$ cat src/rtl/div_4_seq_pkg.sv
// div_4_seq_pkg: shared state encoding and default width for the sequential divider
package div_4_seq_pkg;
  localparam int DIV_W = 4;
  typedef enum logic [1:0] {
    ST_IDLE = 2'd0,
    ST_CALC = 2'd1,
    ST_DONE = 2'd2
  } state_t;
endpackage

$ cat src/rtl/div_4_seq_sub.sv
// sub_cla_n: combinational a + ~b + 1 using carry look-ahead generate/propagate
module sub_cla_n #(
  parameter int N = 5
) (
  input  logic [N-1:0] a,
  input  logic [N-1:0] b,
  output logic [N-1:0] d,
  output logic         co
);
  logic [N-1:0] g;
  logic [N-1:0] p;
  logic [N:0]   c;
  assign g = a & ~b;
  assign p = a ^ ~b;
  always_comb begin
    c = '0;
    c[0] = 1'b1;
    for (int i = 0; i < N; i++) begin
      logic t;
      logic pr;
      t = g[i];
      pr = p[i];
      for (int j = i - 1; j >= 0; j--) begin
        t = t | (pr & g[j]);
        pr = pr & p[j];
      end
      c[i+1] = t | pr;
    end
  end
  assign d  = p ^ c[N-1:0];
  assign co = c[N];
endmodule

$ cat src/rtl/div_4_seq.sv
// div_4_seq: unsigned restoring divider producing one quotient bit per clock
module div_4_seq
  import div_4_seq_pkg::*;
#(
  parameter int WIDTH = DIV_W
) (
  input  logic             CLK,
  input  logic             RST,
  input  logic             START,
  input  logic [WIDTH-1:0] A,
  input  logic [WIDTH-1:0] B,
  output logic             BUSY,
  output logic             DONE,
  output logic [WIDTH-1:0] Q,
  output logic [WIDTH-1:0] R,
  output logic             DZ
);
  localparam int CW = $clog2(WIDTH + 1);
  state_t           state_q, state_d;
  logic [CW-1:0]    cnt_q, cnt_d;
  logic [WIDTH:0]   p_q, p_d;
  logic [WIDTH-1:0] qsr_q, qsr_d;
  logic [WIDTH-1:0] b_q, b_d;
  logic [WIDTH-1:0] q_q, q_d;
  logic [WIDTH-1:0] r_q, r_d;
  logic             dz_q, dz_d;
  logic             done_q, done_d;
  logic [WIDTH:0]   ps;
  logic [WIDTH:0]   diff;
  logic             co;
  logic             bz;
  assign ps = {p_q[WIDTH-1:0], qsr_q[WIDTH-1]};
  assign bz = B == '0;
  sub_cla_n #(.N(WIDTH + 1)) u_sub (
    .a  (ps),
    .b  ({1'b0, b_q}),
    .d  (diff),
    .co (co)
  );
  always_comb begin
    state_d = state_q;
    cnt_d   = cnt_q;
    p_d     = p_q;
    qsr_d   = qsr_q;
    b_d     = b_q;
    q_d     = q_q;
    r_d     = r_q;
    dz_d    = dz_q;
    done_d  = 1'b0;
    case (state_q)
      ST_IDLE: if (START) begin
        b_d     = B;
        dz_d    = bz;
        qsr_d   = bz ? '1 : A;
        p_d     = bz ? {1'b0, A} : '0;
        cnt_d   = CW'(WIDTH);
        state_d = bz ? ST_DONE : ST_CALC;
      end
      ST_CALC: begin
        p_d     = co ? diff : ps;
        qsr_d   = {qsr_q[WIDTH-2:0], co};
        cnt_d   = cnt_q - 1'b1;
        state_d = cnt_q == CW'(1) ? ST_DONE : ST_CALC;
      end
      ST_DONE: begin
        done_d  = 1'b1;
        q_d     = qsr_q;
        r_d     = p_q[WIDTH-1:0];
        state_d = ST_IDLE;
      end
      default: state_d = ST_IDLE;
    endcase
  end
  always_ff @(posedge CLK) begin
    if (RST) begin
      state_q <= ST_IDLE;
      cnt_q   <= '0;
      p_q     <= '0;
      qsr_q   <= '0;
      b_q     <= '0;
      q_q     <= '0;
      r_q     <= '0;
      dz_q    <= 1'b0;
      done_q  <= 1'b0;
    end else begin
      state_q <= state_d;
      cnt_q   <= cnt_d;
      p_q     <= p_d;
      qsr_q   <= qsr_d;
      b_q     <= b_d;
      q_q     <= q_d;
      r_q     <= r_d;
      dz_q    <= dz_d;
      done_q  <= done_d;
    end
  end
  assign BUSY = state_q == ST_CALC || state_q == ST_DONE;
  assign DONE = done_q;
  assign Q    = q_q;
  assign R    = r_q;
  assign DZ   = dz_q;
endmodule

$ cat config.mk
export PLATFORM = sky130hd
export DESIGN_NAME = div_4_seq
export DESIGN_NICKNAME = d
export VERILOG_FILES = /design/src/rtl/div_4_seq_pkg.sv /design/src/rtl/div_4_seq_sub.sv /design/src/rtl/div_4_seq.sv
export SDC_FILE = /design/constraint.sdc
export NUM_CORES = 1
export LEC_CHECK = 0
export BUFFER_PORTS_ARGS = -buffer_cell sky130_fd_sc_hd__buf_4
export CAP_MARGIN = 5
export CORE_UTILIZATION = 58
export CTS_BUF_LIST = sky130_fd_sc_hd__clkbuf_2 sky130_fd_sc_hd__clkbuf_4 sky130_fd_sc_hd__clkbuf_8
export CTS_CLUSTER_SIZE = 16
export DETAILED_ROUTE_END_ITERATION = 16
export PLACE_DENSITY_LB_ADDON = 0.3
export SYNTH_ARGS = -nofsm -noshare
export SYNTH_HDL_FRONTEND = slang
export SYNTH_SLANG_ARGS = --single-unit
$ cat constraint.sdc
create_clock -name CLK -period 1.91 [get_ports CLK]
set_input_delay 0.382 -clock CLK [delete_from_list [all_inputs] [get_ports CLK]]
set_output_delay 0.382 -clock CLK [all_outputs]
set_load 0.05 [all_outputs]
==> results of run 1 <==
==> worst paths after layout <==
check,start,end,slack [ns],cells past startpoint
max,qsr_q[3],p_q[1],0.05,6
min,B[1],b_q[1],0.33,3
min reg2reg,b_q[3],b_q[3],0.47,2
max reg2reg,qsr_q[3],p_q[1],0.05,6
==> routing by layer <==
layer,track usage (%),up-vias,wire length (um)
met5,0,-,0
met4,10.6,0,40
met3,3.27,6,103
met2,50.2,26,1730
met1,30.4,603,1310
li1,-,628,-
==> worst max-delay path: stages (launching register included) <==
cell      delay (ns)
dfxtp_2         0.36
inv_1           0.04
ha_1            0.30
o21ai_1         0.09
a211o_1         0.39
or3_1           0.42
a311oi_2        0.20
==> state kept, by name (all words and copies together), names as in the netlist <==
name,count
Q,4
R,4
b_q,4
p_q,4
qsr_q,4
cnt_q,3
state_q,2
DONE,1
DZ,1
==> layout by cell type (no fill, tap or decap), drive strengths merged, types with 6 or more instances in the layout <==
master	count
a21oi	16
inv	11
buf	26
nand2	12
ha	10
or3	6
mux2i	9
nand3	10
dfxtp	27
nor2	17
==> area by class of cell <==
| cell class | instances | share of cell area [%] |
|---|---|---|
| Clock inverter | 1 | 0.304 |
| Multi-Input combinational cell | 117 | 48.8 |
| Sequential cell | 27 | 33.0 |
| Timing Repair Buffer | 26 | 11.9 |
| Inverter | 11 | 2.51 |
| Clock buffer | 3 | 1.37 |
| Tap cell | 28 | 2.13 |
==> kinds of logic (layout without fill, tap and decap cells) <==
kind of cell	Yosys count	count (layout)
AO/OA/AOI/OAI	38	38
buffers and inverters	19	41
adder cells (fa/ha/maj)	10	10
multiplexers	10	10
XOR/XNOR	1	1
flip-flops	27	27
AND/OR/NAND/NOR	58	58
==> power by group through the flow <==
stage / combinational, mW / sequential, mW / clock [mW]
4_1_cts: 0.381 / 0.634 / 0.253
2_1_floorplan: 0.271 / 0.643 / 0
3_3_place_gp: 0.358 / 0.643 / 0
3_5_place_dp: 0.378 / 0.647 / 0
6_report: 0.392 / 0.639 / 0.243
5_1_grt: 0.436 / 0.644 / 0.269
==> stage by stage <==
stage,power [mW],instances
floorplan,0.914,163
global placement,1.00,209
detailed placement,1.02,209
CTS,1.27,213
global route,1.35,213
finish,1.27,213
==> metrics.cfg, run 1 <==
[die]
io_pins=22
num_rows=17
initial_core_util_pct=62.2
coreArea_mm2=0.00225
dieWidth_um=51.2
die_area_mm2=0.00262
die_h_um=51.2

[final_layout]
multi_input_area_um2=803
final_area_mm2=0.00165
n_antenna_cell=0
seqCellArea_um2=543
area_growth_pct=17.3
fin_util_pct=73.0
layout-drive-gt1-share_pct=22.2
final_nets=207
fillerInstances=189

[logic_synthesis]
netlist.area_leader.share_pct=38.5
syn_avg_cell_area_um2=8.60
synthMostInstantiatedCell=dfxtp_1
synthTopCellsByCount=27 x dfxtp_1, 17 x nor2_1, 16 x a21oi_1
yosys.area_share.simple_pct=21.1
synth_seq_cells=27
synth_nets=184
synth-adder-area-share_pct=8.92
synth.area.mux_share_pct=7.23
synth-edff-count=0
seq_area_frac_synth_pct=38.5
async_flop_share_pct=0
synth_area_leader_cell=dfxtp_1
synth_top_family_by_area=simple AND/OR/NAND/NOR gates
synth.area.top_cells=dfxtp_1 39%, ha_1 8.9%, mux2i_1 6.4%
ys_types=38
ys.flop_type=dfxtp_1
syn_inst=163
syn_area_mm2=0.00140
yosys_warnings=0
synthXorXnorAreaFrac_pct=0.624
synth_compound_area_share_pct=18.3

[timing]
max_freq_mhz=539
period_share_pct=97.2
tns_ns=0
slew_headroom_pct=62.6
finalWorstSetupSlack_ns=0.0544
hold_viol_final=0
min_period_ns=1.86
finalClockSkew_ns=0.0105
setup_viol=0
drv_slew=0
worstMarginPinSlew_ns=0.561
whs_ns=0.331

[power_and_ir_drop]
clkPwrFrac_pct=19.1
combPwrFrac_pct=30.8
internal-power_mw=0.848
power.density_mw_per_mm2=775
swShare_pct=33.5
p_leak_nw=0.648
seq_power_share_pct=50.1
irDropWorstVdd_v=0.000576
switching_power_mw=0.426

[global_route]
grt_usage_pct=26.9
grt.overflow.total=0
grt_pass1_vias=1178
antenna_found_initial=0
grt_pass1_wl_um=5210
grt_start_max_net_pins=28

[clock_network]
htree_levels=1
post-cts-setup-buffers=0
ctsResizeCount=0
cts.clk_slew.worst_paths_ns=0.15
clkSinkCount=27
clock_latency_ns=0.32
clk_path_buf_depth=2
cts_tree=done
cts_buffers=3
root_buffer=clkbuf_4
postCtsHoldBufs=0

[routing]
route.detailed.drc=0
wire_per_inst_um=15.0
viasPerCell=5.93
wl_um=3190
drt_iter0_drc=19
dr.pass1.iters=4
final_antenna_net_count=0
vias=1263

[setup_path]
cp_data_required_time_ns=2.16
worstPathArrival_ns=2.11
crit_type=reg2reg
cp_max_fo=7
worst_setup_path_end_kind=flop
crit_path_start_kind=flop

[outcome]
outcome=finished clean

[placed_design]
io_buffers=21
place_area_mm2=0.00160
dpl.hpwl_um=2280
place_ws_ns=0.0932
gp_congestion=0.851

[flow_run]
maxCapViolations=0

[worst_hold_path]
hold_class=in2reg

(Power assumes the default switching activity.)
==> run 2, diff against run 1 <==
--- a/config.mk
+++ b/config.mk
@@ -6,7 +6,7 @@
 export NUM_CORES = 1
 export LEC_CHECK = 0
 export BUFFER_PORTS_ARGS = -buffer_cell sky130_fd_sc_hd__buf_4
-export CAP_MARGIN = 5
+export CAP_MARGIN = 20
 export CORE_UTILIZATION = 58
 export CTS_BUF_LIST = sky130_fd_sc_hd__clkbuf_2 sky130_fd_sc_hd__clkbuf_4 sky130_fd_sc_hd__clkbuf_8
 export CTS_CLUSTER_SIZE = 16
@@ -14,4 +14,5 @@
 export PLACE_DENSITY_LB_ADDON = 0.3
 export SYNTH_ARGS = -nofsm -noshare
 export SYNTH_HDL_FRONTEND = slang
+export SYNTH_HIERARCHICAL = 1
 export SYNTH_SLANG_ARGS = --single-unit
==> run 2 against run 1 <==
Sequential power is 0.6% lower. Clock-buffer cell count is 1 higher. Final cell count is 1.9% higher. Sequential share of layout area is 2.2 points lower. Clock power is 7% higher. Total power is 8.2% higher. Die area is 4.4% higher. Synthesized cell count is 0.61% higher. Maximum frequency is 1.2% lower. Critical path type unchanged. Critical endpoint is now p_q[3]. Highest routed layer unchanged.
==> metrics.cfg, run 2 <==
[outcome]
outcome=finished clean

[clock_network]
cts.clk_slew.worst_paths_ns=0.15
clock_latency_ns=0.32
clkSinkCount=27
cts_tree=done
cts_buffers=3
root_buffer=clkbuf_4
clk_path_buf_depth=2
postCtsHoldBufs=0
htree_levels=1

[setup_path]
crit_type=reg2reg
cp_max_fo=5
cp_slowest_stage_delay_ns=0.35
r2r_slack_ns=0.03
worstPathCellList=buf_4, ha_1, o21ai_2, a22oi_2, a21o_2, mux2_2, a221oi_2, nor3_1
worstPathArrival_ns=2.10
crit_path_start_kind=flop
crit_slowest_cell=dfxtp_2
worst_setup_path_end_kind=flop
cp_data_required_time_ns=2.13

[final_layout]
final_common_cell=buf_4
fin_util_pct=77.5
layout-drive-gt1-share_pct=32.3
mostFrequentLayoutCells=30 x buf_4, 21 x dfxtp_1, 20 x nor2_1
finalNonFillerCells=217
final_nets=213
area_growth_pct=21.3
final_area_mm2=0.00178
n_antenna_cell=0

[placed_design]
gp_congestion=0.843
place_ws_ns=-0.0983
place_area_mm2=0.00166
place_inst=209
io_buffers=21
dpl.hpwl_um=2160

[power_and_ir_drop]
irDropWorstVdd_v=0.000549
finalPower_mw=1.38
p_leak_nw=0.714
power.density_mw_per_mm2=775

[routing]
final_antenna_net_count=0
wl_um=3200
wire_per_inst_um=14.8
vias=1227
viasPerCell=5.65
dr.pass1.iters=4
drt_iter0_drc=26
route.detailed.drc=0

[die]
dieWidth_um=52.3
die_h_um=52.3
die_area_mm2=0.00273
coreArea_mm2=0.00230
io_pins=22
num_rows=17
initial_core_util_pct=63.8

[timing]
max_freq_mhz=532
finalClockSkew_ns=0.00722
whs_ns=0.322
finalWorstSetupSlack_ns=0.0319
grt_setup_unrepaired=yes
tns_ns=0
drv_slew=0
worstMarginPinSlew_ns=0.539
slew_headroom_pct=63.8
period_share_pct=98.3
setup_viol=0
min_period_ns=1.88
hold_viol_final=0

[worst_hold_path]
hold_class=in2reg

[global_route]
grt_pass1_wl_um=4990
grt_pass1_vias=1129
grt_usage_pct=24.7
grt.overflow.total=0
antenna_found_initial=0
grt_start_max_net_pins=29

[logic_synthesis]
yosys_warnings=6
synth_nets=187
syn_avg_cell_area_um2=8.94
syn_area_mm2=0.00147
syn_inst=164

[flow_run]
maxCapViolations=0

## run 2: routing by layer
metal	track usage (%)	routed length, um	up-vias
met5	0	0	-
met4	7.46	17	0
met3	2.61	163	2
met2	42.6	1620	42
met1	32.0	1400	572
li1	-	-	611
## run 2: worst max-delay path: cells and delay by family (launching register included)
kind	cells	cell delay, ns
compound gates	4	0.74
flops	1	0.35
mux	1	0.29
fa+ha+maj	1	0.19
buf+inv	1	0.13
simple gates	1	0.08
## run 2: worst paths after layout
path / startpoint / to / cells past startpoint
hold reg to reg: b_q[2] / b_q[2] / 2
setup reg to reg: qsr_q[3] / p_q[3] / 8
hold / removal: A[0] / p_q[0] / 3
setup / recovery: qsr_q[3] / p_q[3] / 8
## run 2: final cells by class
class | count | area [um2]
inverters | 13 | 48.8
well taps | 28 | 35.0
repair buffers | 30 | 225
multi-input cells | 115 | 892
clock buffers | 4 | 30.0
fillers | 152 | 518
flip-flops and latches | 27 | 548
## run 2: what timing repair did
| action | 4_1_cts | 5_1_grt |
|---|---|---|
| setup buffers | 4 | 0 |
| setup endpoints to repair | 3 | 4 |
| pin swaps | 2 | 6 |
| resized for setup | 3 | 12 |
## run 2: power breakdown
| group | internal [mW] | switching (mW) |
|---|---|---|
| registers | 0.605 | 0.0309 |
| logic | 0.232 | 0.251 |
| clock network | 0.0958 | 0.164 |
| total | 0.932 | 0.446 |
==> run 3, diff against run 2 <==
--- a/config.mk
+++ b/config.mk
@@ -8,7 +8,7 @@
 export BUFFER_PORTS_ARGS = -buffer_cell sky130_fd_sc_hd__buf_4
 export CAP_MARGIN = 20
 export CORE_UTILIZATION = 58
-export CTS_BUF_LIST = sky130_fd_sc_hd__clkbuf_2 sky130_fd_sc_hd__clkbuf_4 sky130_fd_sc_hd__clkbuf_8
+export CTS_BUF_LIST = sky130_fd_sc_hd__clkbuf_8
 export CTS_CLUSTER_SIZE = 16
 export DETAILED_ROUTE_END_ITERATION = 16
 export PLACE_DENSITY_LB_ADDON = 0.3
==> run 3 against run 2 <==
Die area unchanged. Worst hold slack gained 0.069 ns. Total power grew 6.7%. Design area is 2.9% higher. Clock power increased by 22%. Setup slack got worse by 0.019 ns. Core utilization grew 2.2 points. Critical path type unchanged. Flip-flop and latch count unchanged. Wire length rose by 4.7%.
==> metrics.cfg, run 3 (synthesized netlist as in run 2, its figures left out) <==
[outcome]
outcome=finished clean

[power_and_ir_drop]
internal-power_mw=1.00
swShare_pct=31.8
combPwrFrac_pct=35.1
clkPwrFrac_pct=21.5
switching_power_mw=0.468
irDropWorstVdd_v=0.000542
p_leak_nw=0.728
seq_power_share_pct=43.4
power.density_mw_per_mm2=803

[routing]
route.detailed.drc=0
viasPerCell=5.70
final_antenna_net_count=0
wl_um=3350
wire_per_inst_um=15.4
drt_iter0_drc=21
vias=1242
dr.pass1.iters=4

[setup_path]
worstPathCellList=buf_4, ha_4, o21ai_2, a22oi_2, a21o_2, mux2_4, a221oi_2, nor3_1
crit_type=reg2reg
cp_data_required_time_ns=2.06
worst_setup_path_end_kind=flop
rr_startpoint=qsr_q[3]
r2r_cells=8
crit_slowest_cell=dfxtp_2
worstPathArrival_ns=2.05
cp_max_fo=5
crit_path_start_kind=flop
r2r_end=p_q[3]
r2r_slack_ns=0.01
cp_slowest_stage_delay_ns=0.33

[die]
die_area_mm2=0.00273
num_rows=17
die_h_um=52.3
dieWidth_um=52.3
coreArea_mm2=0.00230
io_pins=22
initial_core_util_pct=63.8

[timing]
worstMarginPinSlew_ns=0.528
finalClockSkew_ns=0.00264
max_freq_mhz=527
grt_setup_unrepaired=yes
drv_slew=0
min_period_ns=1.90
period_share_pct=99.3
setup_viol=0
slew_headroom_pct=64.6
hold_viol_final=0

[worst_hold_path]
hold_end=p_q[0]
hold_class=in2reg
min_path_cells=3
worstHoldStart=A[0]

[clock_network]
clk_path_buf_depth=2
htree_levels=1
clkSinkCount=27
root_buffer=clkbuf_8
clock_latency_ns=0.27
cts.clk_slew.worst_paths_ns=0.09
cts_tree=done
cts_buffers=3
postCtsHoldBufs=0

[placed_design]
place_area_mm2=0.00166
io_buffers=21
dpl.hpwl_um=2160
gp_congestion=0.843

[final_layout]
area_growth_pct=24.8
seqCellArea_um2=548
n_antenna_cell=0
fin_util_pct=79.7
multi_input_area_um2=921
mostFrequentLayoutCells=31 x buf_4, 21 x dfxtp_1, 20 x nor2_1
final_area_mm2=0.00183
layout-drive-gt1-share_pct=34.7
final_common_cell=buf_4
final_nets=214
fillerInstances=136

[global_route]
antenna_found_initial=0
grt_pass1_wl_um=5000
grt.overflow.total=0
grt_start_max_net_pins=29
grt_pass1_vias=1143
grt_usage_pct=24.7

[flow_run]
maxCapViolations=0

-- run 3: cell types whose count changed in the layout (fill, tap and decap cells not counted), sizes merged --
cell / change
clkbuf: -1
inv: +1
buf: +1
-- run 3: worst max path at each step --
stage               startpoint  endpoint  slack [ns]
detailed placement    qsr_q[3]    p_q[3]        -0.1
finish                qsr_q[3]    p_q[3]        0.01
CTS                     b_q[1]    p_q[3]       0.005
floorplan             qsr_q[3]    p_q[3]        0.01
global placement      qsr_q[3]    p_q[3]       0.007
global route          qsr_q[3]    p_q[3]       -0.07
-- run 3: worst max-delay path: cells and delay by family (launching register included) --
family                   cells  cell delay, ns
flip-flops                   1            0.33
buffers and inverters        1            0.14
adder cells (fa/ha/maj)      1            0.16
AO/OA/AOI/OAI                4            0.78
AND/OR/NAND/NOR              1            0.07
multiplexers                 1            0.31
-- run 3: power by group through the flow --
stage                     combinational [mW]  clock [mW]  sequential (mW)
after CTS                              0.449       0.316            0.632
after detailed placement               0.404           0            0.644
after global placement                 0.390           0            0.641
after global routing                   0.557       0.346            0.643
final                                  0.516       0.316            0.638
after floorplan                        0.303           0            0.644
-- run 3: layout make-up --
cell class                      count  share of cell area (%)
Clock buffer                        3                    2.26
Clock inverter                      1                   0.205
Inverter                           13                    2.67
Multi-Input combinational cell    115                    50.3
Sequential cell                    27                    29.9
Tap cell                           28                    1.91
Timing Repair Buffer               31                    12.7
-- run 3: per-stage QoR --
stage | total power, mW | setup TNS (ns) | std cells | hold WS (ns) | worst slack [ns]
3_5_place_dp | 1.05 | -0.0983 | 209 | 0.453 | -0.0983
5_1_grt | 1.55 | -0.107 | 218 | 0.388 | -0.0734
4_1_cts | 1.40 | 0 | 217 | 0.393 | 0.00518
2_1_floorplan | 0.947 | 0 | 164 | 0.436 | 0.0131
3_3_place_gp | 1.03 | 0 | 209 | 0.446 | 0.00684
6_report | 1.47 | 0 | 218 | 0.391 | 0.0130
-- run 3: timing repair --
| action | in CTS | in global routing |
|---|---|---|
| buffers inserted | 4 | 1 |
| endpoints found under the setup margin | 3 | 4 |
| gates cloned | 0 | 0 |
| pin swaps | 2 | 6 |
| hold endpoints to repair | 0 | 0 |
| gates resized for setup | 3 | 19 |
-- run 3: layer usage --
layer	global-route usage, %	vias up	routed length, um
met5	0	-	0
met4	7.02	0	16
met3	2.61	2	175
met2	43.0	41	1740
met1	31.8	587	1420
li1	-	612	-
